$ cat src/rtl/me_result_collector.sv
// me_result_collector
//   Captures one {BestDist, motionX, motionY, tag} result per rising completion of
//   the motion estimator and buffers it in a DEPTH-entry FIFO. The consumer drains
//   the FIFO over a valid/ready handshake.
//   Optional build macro: ME_RESULT_ZERO_MV_EN adds the zero_mv_cnt output, which
//   counts captures whose motion vector is (0,0).
//
//   state      | meaning
//   -----------+----------------------------------------------------------
//   WAIT_CLEAR | completed must be seen low before the next capture is armed
//   WAIT_DONE  | armed; the first cycle with completed high is captured
module me_result_collector #(
   parameter int DIST_W = 8,
   parameter int MV_W   = 4,
   parameter int DEPTH  = 4,
   parameter int TAG_W  = 8
) (
   input  logic                     clock,
   input  logic                     reset,
   input  logic                     completed,
   input  logic [DIST_W-1:0]        BestDist,
   input  logic [MV_W-1:0]          motionX,
   input  logic [MV_W-1:0]          motionY,
   output logic                     out_valid,
   input  logic                     out_ready,
   output logic [DIST_W-1:0]        out_dist,
   output logic [MV_W-1:0]          out_mvx,
   output logic [MV_W-1:0]          out_mvy,
   output logic [TAG_W-1:0]         out_tag,
   output logic [$clog2(DEPTH):0]   count,
`ifdef ME_RESULT_ZERO_MV_EN
   output logic [TAG_W-1:0]         zero_mv_cnt,
`endif
   output logic                     overflow
);

   localparam int PTR_W = $clog2(DEPTH);
   localparam int CNT_W = PTR_W + 1;
   localparam int ENT_W = DIST_W + 2*MV_W + TAG_W;

   typedef enum logic {
      WAIT_CLEAR = 1'b0,
      WAIT_DONE  = 1'b1
   } state_t;

   state_t             state_q, state_d;
   logic               capture;
   logic               pop;
   logic               full;
   logic               push_ok;
   logic [PTR_W-1:0]   wr_ptr_q, wr_ptr_d;
   logic [PTR_W-1:0]   rd_ptr_q, rd_ptr_d;
   logic [CNT_W-1:0]   count_q, count_d;
   logic [TAG_W-1:0]   tag_q, tag_d;
   logic               overflow_q, overflow_d;
   logic [ENT_W-1:0]   mem_q [DEPTH];
   logic [ENT_W-1:0]   mem_d [DEPTH];
   logic [ENT_W-1:0]   head;
   logic [ENT_W-1:0]   entry_in;

   // FSM state register
   always_ff @(posedge clock) begin
      if (reset) state_q <= WAIT_CLEAR;
      else       state_q <= state_d;
   end

   // FSM next state: re-arm only after completed has been seen low
   always_comb begin
      state_d = state_q;
      case (state_q)
         WAIT_CLEAR: if (!completed) state_d = WAIT_DONE;
         WAIT_DONE:  if (completed)  state_d = WAIT_CLEAR;
         default:    state_d = WAIT_CLEAR;
      endcase
   end

   // FSM output: one capture strobe per completion
   always_comb begin
      capture = 1'b0;
      if (state_q == WAIT_DONE && completed) capture = 1'b1;
   end

   assign out_valid = (count_q != '0);
   assign pop       = out_valid && out_ready;
   assign full      = (count_q == CNT_W'(DEPTH));
   // a pop in the same cycle frees the slot the push needs
   assign push_ok   = capture && (!full || pop);
   assign entry_in  = {BestDist, motionX, motionY, tag_q};

   // FIFO pointers, occupancy, tag and sticky overflow
   always_comb begin
      wr_ptr_d   = wr_ptr_q;
      rd_ptr_d   = rd_ptr_q;
      count_d    = count_q;
      tag_d      = tag_q;
      overflow_d = overflow_q;
      mem_d      = mem_q;
      if (push_ok) begin
         mem_d[wr_ptr_q] = entry_in;
         wr_ptr_d        = wr_ptr_q + PTR_W'(1);
      end
      if (pop) rd_ptr_d = rd_ptr_q + PTR_W'(1);
      case ({push_ok, pop})
         2'b10:   count_d = count_q + CNT_W'(1);
         2'b01:   count_d = count_q - CNT_W'(1);
         default: count_d = count_q;
      endcase
      // tag advances even for a dropped capture so the sink can see the gap
      if (capture) tag_d = tag_q + TAG_W'(1);
      if (capture && !push_ok) overflow_d = 1'b1;
   end

   // FIFO and bookkeeping registers
   always_ff @(posedge clock) begin
      if (reset) begin
         wr_ptr_q   <= '0;
         rd_ptr_q   <= '0;
         count_q    <= '0;
         tag_q      <= '0;
         overflow_q <= 1'b0;
         for (int i = 0; i < DEPTH; i++) mem_q[i] <= '0;
      end else begin
         wr_ptr_q   <= wr_ptr_d;
         rd_ptr_q   <= rd_ptr_d;
         count_q    <= count_d;
         tag_q      <= tag_d;
         overflow_q <= overflow_d;
         mem_q      <= mem_d;
      end
   end

`ifdef ME_RESULT_ZERO_MV_EN
   logic [TAG_W-1:0] zmv_q, zmv_d;

   // saturating count of zero-motion captures, dropped ones included
   always_comb begin
      zmv_d = zmv_q;
      if (capture && motionX == '0 && motionY == '0 && zmv_q != '1)
         zmv_d = zmv_q + TAG_W'(1);
   end

   // zero-motion counter register
   always_ff @(posedge clock) begin
      if (reset) zmv_q <= '0;
      else       zmv_q <= zmv_d;
   end

   assign zero_mv_cnt = zmv_q;
`endif

   // head presentation; fields read zero while empty
   always_comb begin
      head     = out_valid ? mem_q[rd_ptr_q] : '0;
      out_dist = head[ENT_W-1 -: DIST_W];
      out_mvx  = head[2*MV_W+TAG_W-1 -: MV_W];
      out_mvy  = head[MV_W+TAG_W-1 -: MV_W];
      out_tag  = head[TAG_W-1:0];
   end

   assign count    = count_q;
   assign overflow = overflow_q;

endmodule

$ cat config.mk
export PLATFORM = sky130hd
export DESIGN_NAME = me_result_collector
export DESIGN_NICKNAME = d
export VERILOG_FILES = /design/src/rtl/me_result_collector.sv
export SDC_FILE = /design/constraint.sdc
export NUM_CORES = 1
export LEC_CHECK = 0
export ABC_AREA = 1
export CORE_UTILIZATION = 35
export DETAILED_ROUTE_END_ITERATION = 12
export REMOVE_ABC_BUFFERS = 1
export SYNTH_ARGS = -nofsm -noshare
export SYNTH_HDL_FRONTEND = slang
export SYNTH_SLANG_ARGS = --single-unit
$ cat constraint.sdc
create_clock -name clock -period 2.4 [get_ports clock]
set_input_delay 0.72 -clock clock [delete_from_list [all_inputs] [get_ports clock]]
set_output_delay 0.72 -clock clock [all_outputs]
set_load 0.005 [all_outputs]
After elaboration in Yosys (flattened, before gate mapping)
Index checks and enable logic that the tools add are counted. W data, S select, Z words.

Output and inout bits: 29. Word-level logic and storage cells: 43. Register bits after elaboration: 113. Input port bits: 20.

Mux-type cells: 10. Equal/unequal tests: 3. Add/subtract/negate cells: 5. Bitwise gates (word level): 2. Magnitude comparators: 3. Reduce and logical (&&, ||, !) cells: 10.

Operators with widths (count): $bwmux W96 (1); $mux W24 (4); $bmux W24 S2 (1); $demux W24 S2 (1); $add A8 B1 Y8 const B (1); $ge A3 B3 Y1 const B (2); $not A2 Y3 (2); $pmux W3 S2 (1); $logic_and A1 B1 Y1 (5); $add A2 B1 Y2 const B (2); $add A3 B1 Y3 const B (1); $eq A3 B3 Y1 const B (1); $lt A3 B1 Y1 const B (1); $reduce_bool A3 Y1 (1); $sub A3 B1 Y3 const B (1); $eq A2 B1 Y1 const B (1); $eq A2 B2 Y1 const B (1); $logic_not A1 Y1 (2); $mux W1 (2); $reduce_bool A2 Y1 (1); $logic_or A1 B1 Y1 (1).

Logic depth before layout (Yosys ltp)
Gate-level depths: netlist of the first run.

Depth after elaboration: 6. Mapped depth: 13.

Worst setup path before layout of the first run
OpenSTA, ideal clock, no wires.

Kind: input to register. Start: in out_ready. End: reg count_q[2] (netlist: count[2]). Library setup time: 0.119 ns. Arrival time: 2.178 ns. Stages on the path: 12. Setup slack: 0.102 ns. Data required time: 2.281 ns. Path through: inv_1 -> nand3_2 -> buf_4 -> buf_6 -> nand2_1 -> ha_1 -> inv_1 -> fa_1 -> nand2_1 -> nand3_1 -> o21ai_0 -> a21oi_1.

Cells in the longest elaborated chain, start to end: 5. Elaborated cells on any way between the ends: 7.

RTL lines: from (decl) (RTL line 25) `input logic out_ready,`; $logic_and A1 B1 Y1 * (RTL line 84) `assign pop = out_valid && out_ready;`; $logic_or A1 B1 Y1 (RTL line 87) `assign push_ok = capture && (!full || pop);`; $logic_and A1 B1 Y1 (RTL line 87); $eq A2 B1 Y1 / $eq A2 B2 Y1 (equally long branches) (RTL line 103) `case ({push_ok, pop})`; $pmux W3 S2 / $reduce_bool A2 Y1 (equally long branches); to (signal assigned) (RTL line 125) `count_q <= count_d;`; to (decl) (RTL line 53) `logic [CNT_W-1:0] count_q, count_d;`.

Mark *: on every way between the ends. The rest lies on a longest branch, timed or not. A chain may end at the register's enable or synchronous reset.

Worst setup path in the final report of the first run
Start: reg rd_ptr_q[0]. End: out out_mvy[3].

Cells in the longest elaborated chain, start to end: 5.

RTL lines: from (decl) (RTL line 52) `logic [PTR_W-1:0] rd_ptr_q, rd_ptr_d;`; from (signal assigned) (RTL line 124) `rd_ptr_q <= rd_ptr_d;`; $not A2 Y3 (implied by the code) (RTL line 153) `head = out_valid ? mem_q[rd_ptr_q] : '0;`; $bmux W24 S2 (RTL line 153); $mux W24 (implied by the code) (2 in series) (RTL line 153); $mux W24 (RTL line 153); to (decl) (RTL line 28) `output logic [MV_W-1:0] out_mvy,`.

No other way between the ends. The select of a mux whose other input is x is not followed.

==> impl_metrics.toml, run 1 <==
[sta]
setup_violations = 13
fin_setup_tns_ns = -0.696
fin_crit_ns = 2.49
worst_clock_skew_ns = 0.00616
worstMarginPinSlew_ns = 0.489
post-route-period-util_pct = 104
fmax_ghz = 0.402
slew_violations = 0
worst_slack_ns = -0.0857
slew_headroom_pct = 67.4
hold_viol_final = 0
rsz0062_at_grt = "yes"

[global_route]
grt_pass1_wl_mm = 28.0
grt.total_usage_pct = 19.8
grt_pass1_vias = 5507
grt-ovfl-total = 0
grt_start_max_net_pins = 57
antenna_found_initial = 0

[yosys]
synth_area_sq_um = 6200
ys_seq_area_share_pct = 36.5
postSynthCellCount = 1001
synth_seq_cells = 113
synth.avg_cell_area_sq_um = 6.20
synth_cell_types = 22
ys_warn_count = 0

[placement]
dpl.hpwl_mm = 10.2
pre_cts_ws_ns = -0.114
numPortBuffers = 48
dp.cells = 1243
gp_congestion = 0.772
dpl_cell_area_sq_um = 7040

[flow_run]
max_cap_violations = 0

[worst_setup_path]
cp.required_ns = 1.68
ff2ff_setup_slack_ns = 0.60
crit_path_start = "rd_ptr_q[0]"
critPathMaxFanout = 7
r2r_start = "count[1]"
critPathKind = "reg2out"
cp_data_arrival_time_ns = 1.77
endpoint_kind = "primary output"
reg2reg_depth = 11
setup.worst_path.start_class = "flop"
worstReg2RegEnd = "count[2]"

[worst_hold_path]
min_path_type = "reg2reg"
whs_path_depth = 1
hold_end = "overflow"
hp-start = "overflow"

[route]
routedWlPerCell_um = 13.2
drt_iter0_drc = 386
wl_mm = 17.1
drc_errors = 0
ant_nets = 0
vias = 6083
firstDrtPassIters = 5
via_per_inst = 4.72

[finish]
fin_util_pct = 45.4
mostFrequentLayoutCell = "inv_1"
final_cell_area_sq_um = 7860
area_growth_pct = 26.6
fin_nets = 1078
instances_no_fill = 1289
fillers = 1784
n_antenna_cell = 0
layout_common_cells = "inv_1, nand2_1, nor2_1, dfxtp_1, nand4_1"
drive_above_1_share_pct = 14.9

[clock_network]
postCtsHoldBufs = 0
cts-root-buf = "clkbuf_16"
cts.sinks = 113
clk_pin_slew_ns = 0.05
numCtsBuffers = 17
h-tree-depth = 4
tritoncts = "yes"
clockBufferDepth = 2
clock_latency_ns = 0.42

[floorplan]
rows = 48
die_h_um = 135
start_util_pct = 35.9
die_w_um = 135
core-area_sq_um = 17300
pin_count = 49
die_area_sq_um = 18300

[power_and_ir_drop]
peakVddDrop_mv = 0.585
power_density_nw_per_um2 = 794
p_leak_nw = 3.59

[status]
status = "complete, but fails checks"
violations = "setup timing"
-- through the flow --
stage                     power [mW]  hold WS [ns]
after floorplan                 2.69         0.464
after global placement          3.47         0.448
after detailed placement        3.47         0.459
after CTS                       6.27         0.484
after global routing            6.53         0.518
final                           6.24         0.474
-- power by group --
part	switching (mW)	total [mW]	internal, mW
Clock	0.874	2.61	1.73
Combinational	0.952	1.65	0.693
Sequential	0.0411	1.98	1.94
Total	1.87	6.24	4.37
-- synthesized netlist by cell type --
cell | count | area [sq um]
nand3_1 | 5 | 25.0
o21ai_0 | 58 | 290
buf_2 | 29 | 145
clkbuf_1 | 29 | 109
inv_1 | 235 | 882
o21a_1 | 1 | 7.51
dfxtp_1 | 113 | 2260
nand2_1 | 211 | 792
buf_4 | 2 | 15.0
xor2_1 | 1 | 8.76
nand3_2 | 5 | 50.1
nor2_1 | 111 | 417
nand3b_1 | 1 | 7.51
buf_6 | 3 | 33.8
buf_1 | 9 | 33.8
nand2_2 | 1 | 6.26
ha_1 | 6 | 75.1
inv_2 | 1 | 3.75
a21oi_1 | 81 | 405
fa_1 | 1 | 20.0
nand4_1 | 97 | 607
nor2_2 | 1 | 6.26
-- kinds of logic (layout without fill, tap and decap cells) --
family          after synthesis  after routing  synth area share, %
buf+inv                     308            371                 19.7
compound gates              140            140                 11.3
xor+xnor                      1              1                0.141
simple gates                432            432                 30.8
fa+ha+maj                     7              7                 1.53
flops                       113            113                 36.5
-- per-layer routing --
layer,up-vias,track usage (%),wire length (um)
met5,-,0,0
met4,0,6.18,251
met3,19,5.18,950
met2,142,30.9,7760
met1,2743,26.4,8120
li1,3179,-,-
-- area by class of cell --
class | count | area (sq um) | area share, %
multi-input combinational | 580 | 2870 | 36.6
timing repair buffer | 103 | 930 | 11.8
clock inverter | 10 | 131 | 1.67
clock buffer | 22 | 484 | 6.16
sequential | 113 | 2270 | 28.9
inverter | 236 | 890 | 11.3
tap | 225 | 282 | 3.58
-- sequential cells by signal (all words and copies together) (netlist names) --
name / flops
mem_q: 96
state_q: 1
rd_ptr_q: 2
overflow: 1
count: 3
wr_ptr_q: 2
tag_q: 8
-- what timing repair did --
item                       CTS  global route
cloned                       1             0
resized for setup          143            37
setup endpoints to repair   24            23
buffers inserted            13             2
pin swaps                   23            19
-- worst max path at each step --
stage | slack [ns] | end
after floorplan | -0.96 | count[2]
after detailed placement | -0.11 | count[2]
after global placement | -0.08 | count[2]
after global routing | -0.20 | out_mvx[0]
after CTS | -0.23 | out_mvy[3]
final | -0.09 | out_mvy[3]
-- critical path, cell delays in order, from the launching register on --
cell and delay (ns):
dfxtp_4 0.36, clkinvlp_4 0.14, buf_12 0.17, buf_6 0.14, a21oi_1 0.15, o21ai_2 0.08, a21oi_2 0.17, clkbuf_2 0.13
No activity file was read; power rests on OpenSTA's default activity.
==> run 2, diff against run 1 <==
--- a/config.mk
+++ b/config.mk
@@ -8,6 +8,7 @@
 export ABC_AREA = 1
 export CORE_UTILIZATION = 35
 export DETAILED_ROUTE_END_ITERATION = 12
+export PLACE_DENSITY_LB_ADDON = 0.2
 export REMOVE_ABC_BUFFERS = 1
 export SYNTH_ARGS = -nofsm -noshare
 export SYNTH_HDL_FRONTEND = slang
==> run 2 against run 1 <==
Against the previous run: maximum frequency increased by 5.1%; register-to-register slack worse by 0.08 ns; clock skew is 0.0077 ns higher; the run now ends clean; routed wire length grew 1.9%; worst setup slack improved by 0.12 ns; non-clock buffer count fell by 2.
==> impl_metrics.toml, run 2 (synthesis results as in run 1) <==
[power_and_ir_drop]
peakVddDrop_mv = 0.590
power_mw = 5.78
p_leak_nw = 3.52
p_comb_share_pct = 26.5
power.share.switching_pct = 31.0
p_sw_mw = 1.80
pwr-share-seq_pct = 34.4
power_density_nw_per_um2 = 759
p_int_mw = 3.99
clockPowerShare_pct = 39.2

[sta]
worst_clock_skew_ns = 0.0138
fmax_ghz = 0.423
slew_headroom_pct = 67.5
fin_setup_tns_ns = 0
rsz0062_at_grt = "yes"
hold_ws_ns = 0.465
slew_violations = 0
worstMarginPinSlew_ns = 0.488
fin_crit_ns = 2.36
hold_viol_final = 0
worst_slack_ns = 0.0360
post-route-period-util_pct = 98.5
setup_violations = 0

[finish]
regMostFlops = "mem_q"
layout_common_cells = "inv_1, nand2_1, nor2_1, dfxtp_1, nand4_1"
fin_util_pct = 44.1
seq_area_sq_um = 2270
mostFrequentLayoutCell = "inv_1"
n_antenna_cell = 0
drive_above_1_share_pct = 12.4
area_growth_pct = 22.9
fin_nets = 1076
largest_reg_flops = 96
multi_input_area_sq_um = 2770
fillers = 1886

[floorplan]
rows = 48
core-area_sq_um = 17300
die_h_um = 135
die_w_um = 135
pin_count = 49
die_area_sq_um = 18300
start_util_pct = 35.9

[route]
routedWlPerCell_um = 13.5
drc_errors = 0
firstDrtPassIters = 4
via_per_inst = 4.59
wl_mm = 17.4
ant_nets = 0
dr_wl_met2_mm = 8.25
drt_iter0_drc = 370
drt-met1-wl_mm = 8.30
routed-wl-met3_um = 754
top_layer = "met4"
vias = 5900

[worst_setup_path]
r2r_start = "count[0]"
crit_path_start = "rd_ptr_q[0]"
cp.required_ns = 1.68
endpoint_kind = "primary output"
critPathKind = "reg2out"
critPathMaxFanout = 18
setup.worst_path.start_class = "flop"
cp_data_arrival_time_ns = 1.64

[placement]
dpl.hpwl_mm = 11.0
pre_cts_ws_ns = -0.195
numPortBuffers = 48
gp_congestion = 0.776

[worst_hold_path]
hp-start = "overflow"
min_path_type = "reg2reg"

[global_route]
antenna_found_initial = 0
grt_pass1_vias = 5390
grt_start_max_net_pins = 56
grt-ovfl-total = 0
grt.total_usage_pct = 20.0
grt_pass1_wl_mm = 28.1

[clock_network]
clk_pin_slew_ns = 0.05
tritoncts = "yes"
clockBufferDepth = 2
postCtsHoldBufs = 0
h-tree-depth = 4
cts.sinks = 113
clock_latency_ns = 0.42
cts-root-buf = "clkbuf_16"
numCtsBuffers = 17

[flow_run]
max_cap_violations = 0

[status]
status = "finished, final reports clean"
run 2: worst paths after layout:
| check | endpoint | slack (ns) | depth (start not counted) |
|---|---|---|---|
| hold reg to reg | overflow | 0.46 | 1 |
| setup reg to reg | mem_q[36] | 0.52 | 8 |
| setup / recovery | out_tag[2] | 0.04 | 6 |
| hold / removal | overflow | 0.46 | 1 |
run 2: metrics by stage:
step / cell area (sq um) / cells
floorplan: 5870 / 929
global placement: 7080 / 1253
detailed placement: 7080 / 1253
CTS: 7590 / 1284
global route: 7620 / 1285
finish: 7620 / 1285
run 2: critical path: stages, from the launching register on:
cell	delay [ns]
dfxtp_4	0.37
buf_6	0.14
buf_12	0.15
a21oi_1	0.14
o21ai_0	0.11
a21oi_1	0.18
buf_2	0.14
run 2: per-layer routing:
metal,up-vias,GRT usage (%)
li1,3169,-
met1,2627,25.9
met2,95,33.4
met3,9,3.68
met4,0,6.55
met5,-,0
run 2: layout make-up:
class | instances | share of cell area (%)
tap | 225 | 3.69
clock inverter | 6 | 0.427
clock buffer | 24 | 6.45
sequential | 113 | 29.8
inverter | 236 | 11.7
timing repair buffer | 101 | 11.6
multi-input combinational | 580 | 36.4
run 2: repair_timing:
action / in CTS / in global routing
buffers inserted: 1 / 0
pin swaps: 17 / 13
resized for setup: 107 / 35
setup endpoints to repair: 24 / 17
gates cloned: 0 / 1
run 2: power groups by stage:
stage / sequential [mW] / clock, mW / combinational [mW]
6_report: 1.99 / 2.27 / 1.53
5_1_grt: 1.99 / 2.42 / 1.69
2_1_floorplan: 2.06 / 0 / 0.634
3_5_place_dp: 2.03 / 0 / 1.45
4_1_cts: 1.99 / 2.33 / 1.48
3_3_place_gp: 2.02 / 0 / 1.46
